File: src/rtl/display_scan_pkg.sv
// Shared definitions for the display scan capture block: glyph patterns,
// the invalid code, the FSM state type and enable-pattern helpers.
package display_scan_pkg;

    // Active-high {g,f,e,d,c,b,a} patterns, one per displayable code.
    localparam logic [6:0] GLYPH_0     = 7'h3F;
    localparam logic [6:0] GLYPH_1     = 7'h06;
    localparam logic [6:0] GLYPH_2     = 7'h5B;
    localparam logic [6:0] GLYPH_3     = 7'h4F;
    localparam logic [6:0] GLYPH_4     = 7'h66;
    localparam logic [6:0] GLYPH_5     = 7'h6D;
    localparam logic [6:0] GLYPH_6     = 7'h7D;
    localparam logic [6:0] GLYPH_7     = 7'h07;
    localparam logic [6:0] GLYPH_8     = 7'h7F;
    localparam logic [6:0] GLYPH_9     = 7'h6F;
    localparam logic [6:0] GLYPH_WATER = 7'h1C;
    localparam logic [6:0] GLYPH_DASH  = 7'h40;
    localparam logic [6:0] GLYPH_ERROR = 7'h79;

    localparam logic [3:0] GLYPH_INVALID = 4'hF;

    typedef enum logic [1:0] {
        IDLE,
        SETTLING,
        HOLD,
        MULTI
    } scan_state_t;

    typedef enum logic [1:0] {
        EN_NONE,
        EN_SINGLE,
        EN_MULTI
    } enable_class_t;

    function automatic enable_class_t classify_enables(input logic [3:0] enables_n);
        int unsigned active;
        active = 0;
        for (int i = 0; i < 4; i++) begin
            if (!enables_n[i]) begin
                active = active + 1;
            end
        end
        if (active == 0) begin
            return EN_NONE;
        end else if (active == 1) begin
            return EN_SINGLE;
        end
        return EN_MULTI;
    endfunction

    // Index of the lowest active (low) enable; only meaningful for EN_SINGLE.
    function automatic logic [1:0] active_index(input logic [3:0] enables_n);
        logic [1:0] idx;
        idx = 2'd0;
        for (int i = 3; i >= 0; i--) begin
            if (!enables_n[i]) begin
                idx = 2'(i);
            end
        end
        return idx;
    endfunction

endpackage

File: src/rtl/display_scan_capture_decoder.sv
// Reverse glyph lookup: maps an active-high segment pattern back to its
// 4-bit code, flagging patterns that no code produces.
module segment_glyph_decoder
    import display_scan_pkg::*;
(
    input  logic [6:0] pattern,
    output logic [3:0] code,
    output logic       match
);

    always_comb begin
        code  = GLYPH_INVALID;
        match = 1'b1;
        case (pattern)
            GLYPH_0:     code = 4'h0;
            GLYPH_1:     code = 4'h1;
            GLYPH_2:     code = 4'h2;
            GLYPH_3:     code = 4'h3;
            GLYPH_4:     code = 4'h4;
            GLYPH_5:     code = 4'h5;
            GLYPH_6:     code = 4'h6;
            GLYPH_7:     code = 4'h7;
            GLYPH_8:     code = 4'h8;
            GLYPH_9:     code = 4'h9;
            GLYPH_WATER: code = 4'hB;
            GLYPH_DASH:  code = 4'hC;
            GLYPH_ERROR: code = 4'hD;
            default: begin
                code  = GLYPH_INVALID;
                match = 1'b0;
            end
        endcase
    end

endmodule

File: src/rtl/display_scan_capture.sv
// Listens to a multiplexed 7-segment display bus, waits for each scanned
// digit to settle and rebuilds a four-digit register image of what is shown.
module display_scan_capture
    import display_scan_pkg::*;
#(
    parameter int SETTLE_CYCLES      = 4,
    parameter int TIMEOUT_CYCLES     = 65535,
    parameter bit SEGMENT_ACTIVE_LOW = 1'b1
) (
    input  logic       clock,
    input  logic       reset_n,
    input  logic [3:0] display_n,
    input  logic [6:0] segments,
    input  logic       clear_errors,
    output logic [3:0] digit_3,
    output logic [3:0] digit_2,
    output logic [3:0] digit_1,
    output logic [3:0] digit_0,
    output logic [3:0] digit_valid,
    output logic       frame_done,
    output logic       scan_error,
    output logic       glyph_error,
    output logic       scan_stalled
);

    localparam int SW = $clog2(SETTLE_CYCLES + 1);
    localparam int TW = $clog2(TIMEOUT_CYCLES + 1);
    localparam logic [SW-1:0] SETTLE_MAX  = SW'(SETTLE_CYCLES);
    localparam logic [TW-1:0] TIMEOUT_MAX = TW'(TIMEOUT_CYCLES);

    // Synchronisers come out of reset showing an idle bus: no digit enabled,
    // no segment lit.
    localparam logic [6:0]  SEG_IDLE   = SEGMENT_ACTIVE_LOW ? 7'h7F : 7'h00;
    localparam logic [10:0] SYNC_RESET = {4'hF, SEG_IDLE};

    logic [10:0]   sync_1;
    logic [10:0]   sync_2;
    logic [10:0]   sample_prev;
    logic [SW-1:0] settle_cnt;
    logic [TW-1:0] timeout_cnt;
    scan_state_t   state;
    logic [3:0]    seen_mask;
    logic [3:0]    digit_q [4];

    logic [3:0]    enables_s;
    logic [6:0]    segments_s;
    logic          changed;
    logic [SW-1:0] stable_cnt;
    logic          settled;
    enable_class_t en_class;
    logic [1:0]    sel;
    logic [6:0]    pattern;
    logic [3:0]    code;
    logic          match;
    logic          capture;
    logic          multi_hit;
    logic [3:0]    cap_mask;

    always_ff @(posedge clock or negedge reset_n) begin
        if (!reset_n) begin
            sync_1 <= SYNC_RESET;
            sync_2 <= SYNC_RESET;
        end else begin
            sync_1 <= {display_n, segments};
            sync_2 <= sync_1;
        end
    end

    assign enables_s  = sync_2[10:7];
    assign segments_s = sync_2[6:0];
    assign changed    = (sync_2 != sample_prev);

    // Number of consecutive identical samples including the current one.
    assign stable_cnt = changed                    ? SW'(1) :
                        (settle_cnt == SETTLE_MAX) ? SETTLE_MAX :
                                                     settle_cnt + SW'(1);
    assign settled    = (stable_cnt == SETTLE_MAX);

    assign en_class = classify_enables(enables_s);
    assign sel      = active_index(enables_s);
    assign pattern  = SEGMENT_ACTIVE_LOW ? ~segments_s : segments_s;

    segment_glyph_decoder u_decoder (
        .pattern (pattern),
        .code    (code),
        .match   (match)
    );

    // HOLD blocks recapture of an unchanged digit; a change always re-arms.
    assign capture   = (en_class == EN_SINGLE) && settled
                       && (changed || (state != HOLD));
    // Multi-enable errors fire once, when the pattern first becomes settled,
    // so a clear is not immediately overridden while the pattern persists.
    assign multi_hit = (en_class == EN_MULTI) && settled
                       && (changed || (settle_cnt != SETTLE_MAX));
    assign cap_mask  = capture ? (4'b0001 << sel) : 4'b0000;

    always_ff @(posedge clock or negedge reset_n) begin
        if (!reset_n) begin
            sample_prev <= SYNC_RESET;
            settle_cnt  <= '0;
            timeout_cnt <= '0;
            state       <= IDLE;
            seen_mask   <= 4'b0000;
            digit_valid <= 4'b0000;
            frame_done  <= 1'b0;
            scan_error  <= 1'b0;
            glyph_error <= 1'b0;
            for (int i = 0; i < 4; i++) begin
                digit_q[i] <= 4'h0;
            end
        end else begin
            sample_prev <= sync_2;
            settle_cnt  <= stable_cnt;

            case (en_class)
                EN_NONE:  state <= IDLE;
                EN_MULTI: state <= MULTI;
                default: begin
                    if (capture) begin
                        state <= HOLD;
                    end else if ((state == HOLD) && !changed) begin
                        state <= HOLD;
                    end else begin
                        state <= SETTLING;
                    end
                end
            endcase

            if (capture) begin
                digit_q[sel] <= match ? code : GLYPH_INVALID;
            end
            digit_valid <= digit_valid | cap_mask;

            // A completed frame reports once and restarts the mask, keeping
            // any capture that lands in the same cycle.
            if (seen_mask == 4'hF) begin
                frame_done <= 1'b1;
                seen_mask  <= cap_mask;
            end else begin
                frame_done <= 1'b0;
                seen_mask  <= seen_mask | cap_mask;
            end

            if (capture) begin
                timeout_cnt <= '0;
            end else if (timeout_cnt != TIMEOUT_MAX) begin
                timeout_cnt <= timeout_cnt + TW'(1);
            end

            if (multi_hit) begin
                scan_error <= 1'b1;
            end else if (clear_errors) begin
                scan_error <= 1'b0;
            end

            if (capture && !match) begin
                glyph_error <= 1'b1;
            end else if (clear_errors) begin
                glyph_error <= 1'b0;
            end
        end
    end

    assign digit_0      = digit_q[0];
    assign digit_1      = digit_q[1];
    assign digit_2      = digit_q[2];
    assign digit_3      = digit_q[3];
    assign scan_stalled = (timeout_cnt == TIMEOUT_MAX);

endmodule
File: config.mk
export PLATFORM = sky130hd
export DESIGN_NAME = display_scan_capture
export DESIGN_NICKNAME = d
export VERILOG_FILES = /design/src/rtl/display_scan_pkg.sv /design/src/rtl/display_scan_capture_decoder.sv /design/src/rtl/display_scan_capture.sv
export SDC_FILE = /design/constraint.sdc
export NUM_CORES = 1
export LEC_CHECK = 0
export ABC_AREA = 1
export CAP_MARGIN = 10
export CORE_UTILIZATION = 60
export DETAILED_ROUTE_END_ITERATION = 8
export PLACE_DENSITY = 0.84
export SLEW_MARGIN = 40
export SYNTH_ARGS = -nofsm -noshare
export SYNTH_HDL_FRONTEND = slang
export SYNTH_SLANG_ARGS = --single-unit
export TNS_END_PERCENT = 50
File: constraint.sdc
create_clock -name clock -period 4.1 [get_ports clock]
set_input_delay 0.615 -clock clock [delete_from_list [all_inputs] [get_ports clock]]
set_output_delay 0.615 -clock clock [all_outputs]
set_load 0.005 [all_outputs]
==> reports/results.md <==
| Result | This run | Unit |
|:---|:---|:---|
| Worst slew slack as a fraction of its limit | 0.512 | - |
| Starting density of the core | 0.618 | - |
| Clock net sink count | 81 | - |
| Final HPWL from detailed placement | 4.80 | mm |
| IO buf count | 37 | - |
| Top cell type's share of synthesized area | 0.330 | - |
| Placement Rows | 28 | - |
| Net total in the final layout | 476 | - |
| Total setup violations reported at the end of the flow | 0 | - |
| Status | complete, no violations | - |
| Synth top area cells | dfrtp_1, dfstp_2, nand2_1, inv_1, nand3_1 | - |
| Post-route clock period utilization | 0.791 | - |
| Number of antenna cells inserted | 0 | - |
| Post-synthesis cell type with the largest combined area | dfrtp_1 | - |
| Count of buffer and inverter cells on the critical path | 3 | - |
| Worst path most repeated cell | nand2_1 | - |
| Detailed-routing iteration count for the pre-antenna-repair pass | 4 | - |
| ANT nets after route | 0 | - |
| Maximum number of buffers from clock root to sink | 2 | - |
| Fraction of the core area covered by cells at the end of the flow | 0.724 | - |
| Path type of the worst setup path | flip-flop to flip-flop | - |
| Leftover overflow at the end of global routing | 0 | - |
| Wirelength, routed | 6.76 | mm |
| Total die area | 0.00638 | sq mm |
| Routed wire length per instance | 12.6 | um |
| Synthesized Nets | 433 | - |
| Clock slew seen by the registers of the worst setup and hold paths | 0.09 | ns |
| Area growth syn-to-layout | 17.1 | % |
| Final hold violation count | 0 | - |
| Cell family contributing the most delay on the critical path | simple AND/OR/NAND/NOR gates | - |
| Clock buffers created by TritonCTS | 9 | - |
| FMAX | 0.308 | GHz |
| Number of different library cells in the post-synthesis netlist | 34 | - |
| DRC marker count from the first detailed-route iteration | 179 | - |
| Overall power after layout | 0.00150 | W |
| Antenna violations before repair | 0 | - |
| Critical Path Sink Type | flip-flop | - |
| DRC errors left | 0 | - |
| Pin count of the biggest net entering global routing | 82 | - |
| Vias after detailed routing | 2810 | - |
| Worst hold path type | primary input to asynchronous set/reset pin | - |
| CTS root buf | clkbuf_8 | - |
| Count of mapped cells out of synthesis | 412 | - |
| Clock tree from TritonCTS | done | - |
| Number of max-cap violations | 0 | - |
| Synthesized area per cell | 8.83 | sq um |
| Slew at the pin closest to its max-slew limit | 0.726 | ns |
| Buffers inserted during post-CTS setup optimization | 0 | - |
| Post-Synthesis Cell Area | 0.00364 | sq mm |
| Final Max Tran Viols | 0 | - |
| Sum Neg Setup Slack | 0 | ns |
| Final critical path time including I/O delays and setup | 3.24 | ns |
| Peak per-stage delay on the critical path | 0.57 | ns |
| Synth warnings | 0 | - |
| Part of the Yosys area used for sequential elements | 0.568 | - |
| Synthesis-stage register bit count | 81 | - |
| Count of flip-flops with a built-in enable after synthesis | 0 | - |
| CP Launch Type | flip-flop | - |
| Cts hold-fix bufs | 0 | - |
| Maximum level of the CTS H-tree | 3 | - |
| Crit-path cells | inv_1 -> ha_1 -> xor2_1 -> inv_1 -> ha_1 -> inv_1 -> nand2_1 -> nand2_1 -> nand2_1 -> nor2_2 -> nand2_1 -> nor2_4 -> nand2_1 -> nand2_1 -> nand2_1 | - |
| DR vias/cell | 5.25 | - |
| Leakage power total | 2.07 | nW |
| DIE WIDTH | 79.9 | um |
| CTS-repair resized insts | 0 | - |
| Critical-path top delay cell | dfstp_2 | - |
| Worst Setup Slack post-DPL | 0.876 | ns |
| Critical path arrival | 3.49 | ns |
| Final critical-path setup slack | 0.856 | ns |
| Core area | 0.00589 | sq mm |
| Overall track demand over capacity in global routing | 0.236 | - |
| Vias in the first global route | 2625 | - |
| Insertion delay to the later sink of the worst-skew pair | 0.36 | ns |
| Share of flip-flops with an asynchronous set or reset after synthesis | 1.00 | - |
| Setup repair after global routing missed its margin | false | - |
| Final worst clock skew | 0.0147 | ns |
| Power per Cell Area | 353 | mW/mm^2 |
| Die Y | 79.9 | um |
| Worst Path Max Fanout | 32 | - |
| IO Count | 38 | - |
| Required @ worst endpoint | 4.34 | ns |
| First-pass GRT wire length | 11.3 | mm |
| Main flop type after synthesis | dfrtp_1 | - |
| Maximum resistive drop on vdd | 0.292 | mV |
| Share of layout cells above drive strength 1 | 0.128 | - |
| GP Congestion | 0.877 | - |
[state kept, by name, summed over array words and instances, names as in the netlist, 4 cells and up]
register     flops
digit_1          4
seen_mask        4
digit_2          4
sync_1          11
timeout_cnt     16
sync_2          11
sample_prev     11
digit_valid      4
digit_0          4
digit_3          4
[cells in the final DEF, fill, tap and decap left out, types with 3 or more instances in the layout]
| cell type | count |
|---|---|
| clkdlybuf4s50_1 | 36 |
| clkbuf_8 | 9 |
| clkinv_2 | 3 |
| xnor2_1 | 6 |
| xor2_1 | 4 |
| inv_1 | 56 |
| nand2_1 | 108 |
| o21ai_0 | 15 |
| ha_1 | 7 |
| dfrtp_1 | 48 |
| nand3_1 | 37 |
| nor2_1 | 44 |
| nor3_1 | 14 |
| dfstp_2 | 33 |
| a21oi_1 | 7 |
| nand4_1 | 5 |
[metal layers]
metal / share of wire / global-route usage / vias up / routed length (um)
met5: 0 / 0 / - / 0
met4: 0.022 / 0.127 / 0 / 151
met3: 0.038 / 0.0366 / 11 / 256
met2: 0.51 / 0.401 / 79 / 3470
met1: 0.43 / 0.289 / 1324 / 2880
li1: - / - / 1396 / -
[cells in the mapped netlist, types with 2 or more instances]
cell type    n
xnor2_1      6
o21ai_0     15
nand4_1      5
inv_1       56
a21oi_1      7
nand3b_1     2
o21bai_1     2
ha_1         7
nand2_1    108
nor4_1       2
nor3_1      14
buf_4        2
inv_2        2
nor2_4       2
xor2_1       4
nor2_1      44
dfrtp_1     48
buf_2        2
nand3_1     37
dfstp_2     33
[report_power, final]
| part | leakage (nW) | switching, W | internal, W |
|---|---|---|---|
| clock | 0.0964 | 0.000278 | 0.000279 |
| sequential | 0.992 | 0.0000164 | 0.000833 |
| combinational | 0.978 | 0.0000606 | 0.0000354 |
[per-stage QoR]
stage / hold slack [ns] / cells / cell area (sq um)
3_3_place_gp: 0.345 / 519 / 4070
5_1_grt: 0.342 / 535 / 4260
2_1_floorplan: 0.319 / 412 / 3640
6_report: 0.285 / 535 / 4260
3_5_place_dp: 0.347 / 519 / 4070
4_1_cts: 0.295 / 535 / 4260
[path summary, 6_finish.rpt]
path | start | to | slack [ns] | depth (start not counted)
worst min-delay path | reset_n | digit_2[2] | 0.29 | 1
worst max-delay path | sync_2[8] | digit_0[3] | 0.86 | 15
min in group clock | sync_1[2] | sync_2[2] | 0.36 | 0
worst max register to register | sync_2[8] | digit_0[3] | 0.86 | 15
max in group asynchronous | reset_n | digit_1[3] | 3.35 | 1
worst min register to register | sync_1[2] | sync_2[2] | 0.36 | 0
[cell families after synthesis]
group                      count (synthesis)  share of synthesized area
adders and majority gates                  7                     0.0241
xor gates and xnor gates                  10                     0.0241
buffers and inverters                     63                     0.0698
DFF                                       81                      0.568
and+or+nand+nor                          221                      0.267
muxes                                      1                    0.00275
AOI/OAI and AO/OA                         29                     0.0440
[final cells by class]
type / count / area (sq um)
clock buffers: 10 / 128
well taps: 75 / 93.8
clock inverters: 6 / 58.8
flip-flops and latches: 81 / 2070
repair buffers: 37 / 372
fillers: 447 / 1620
inverters: 58 / 218
multi-input cells: 268 / 1320
Note: power is estimated with default switching activity, not from simulation.
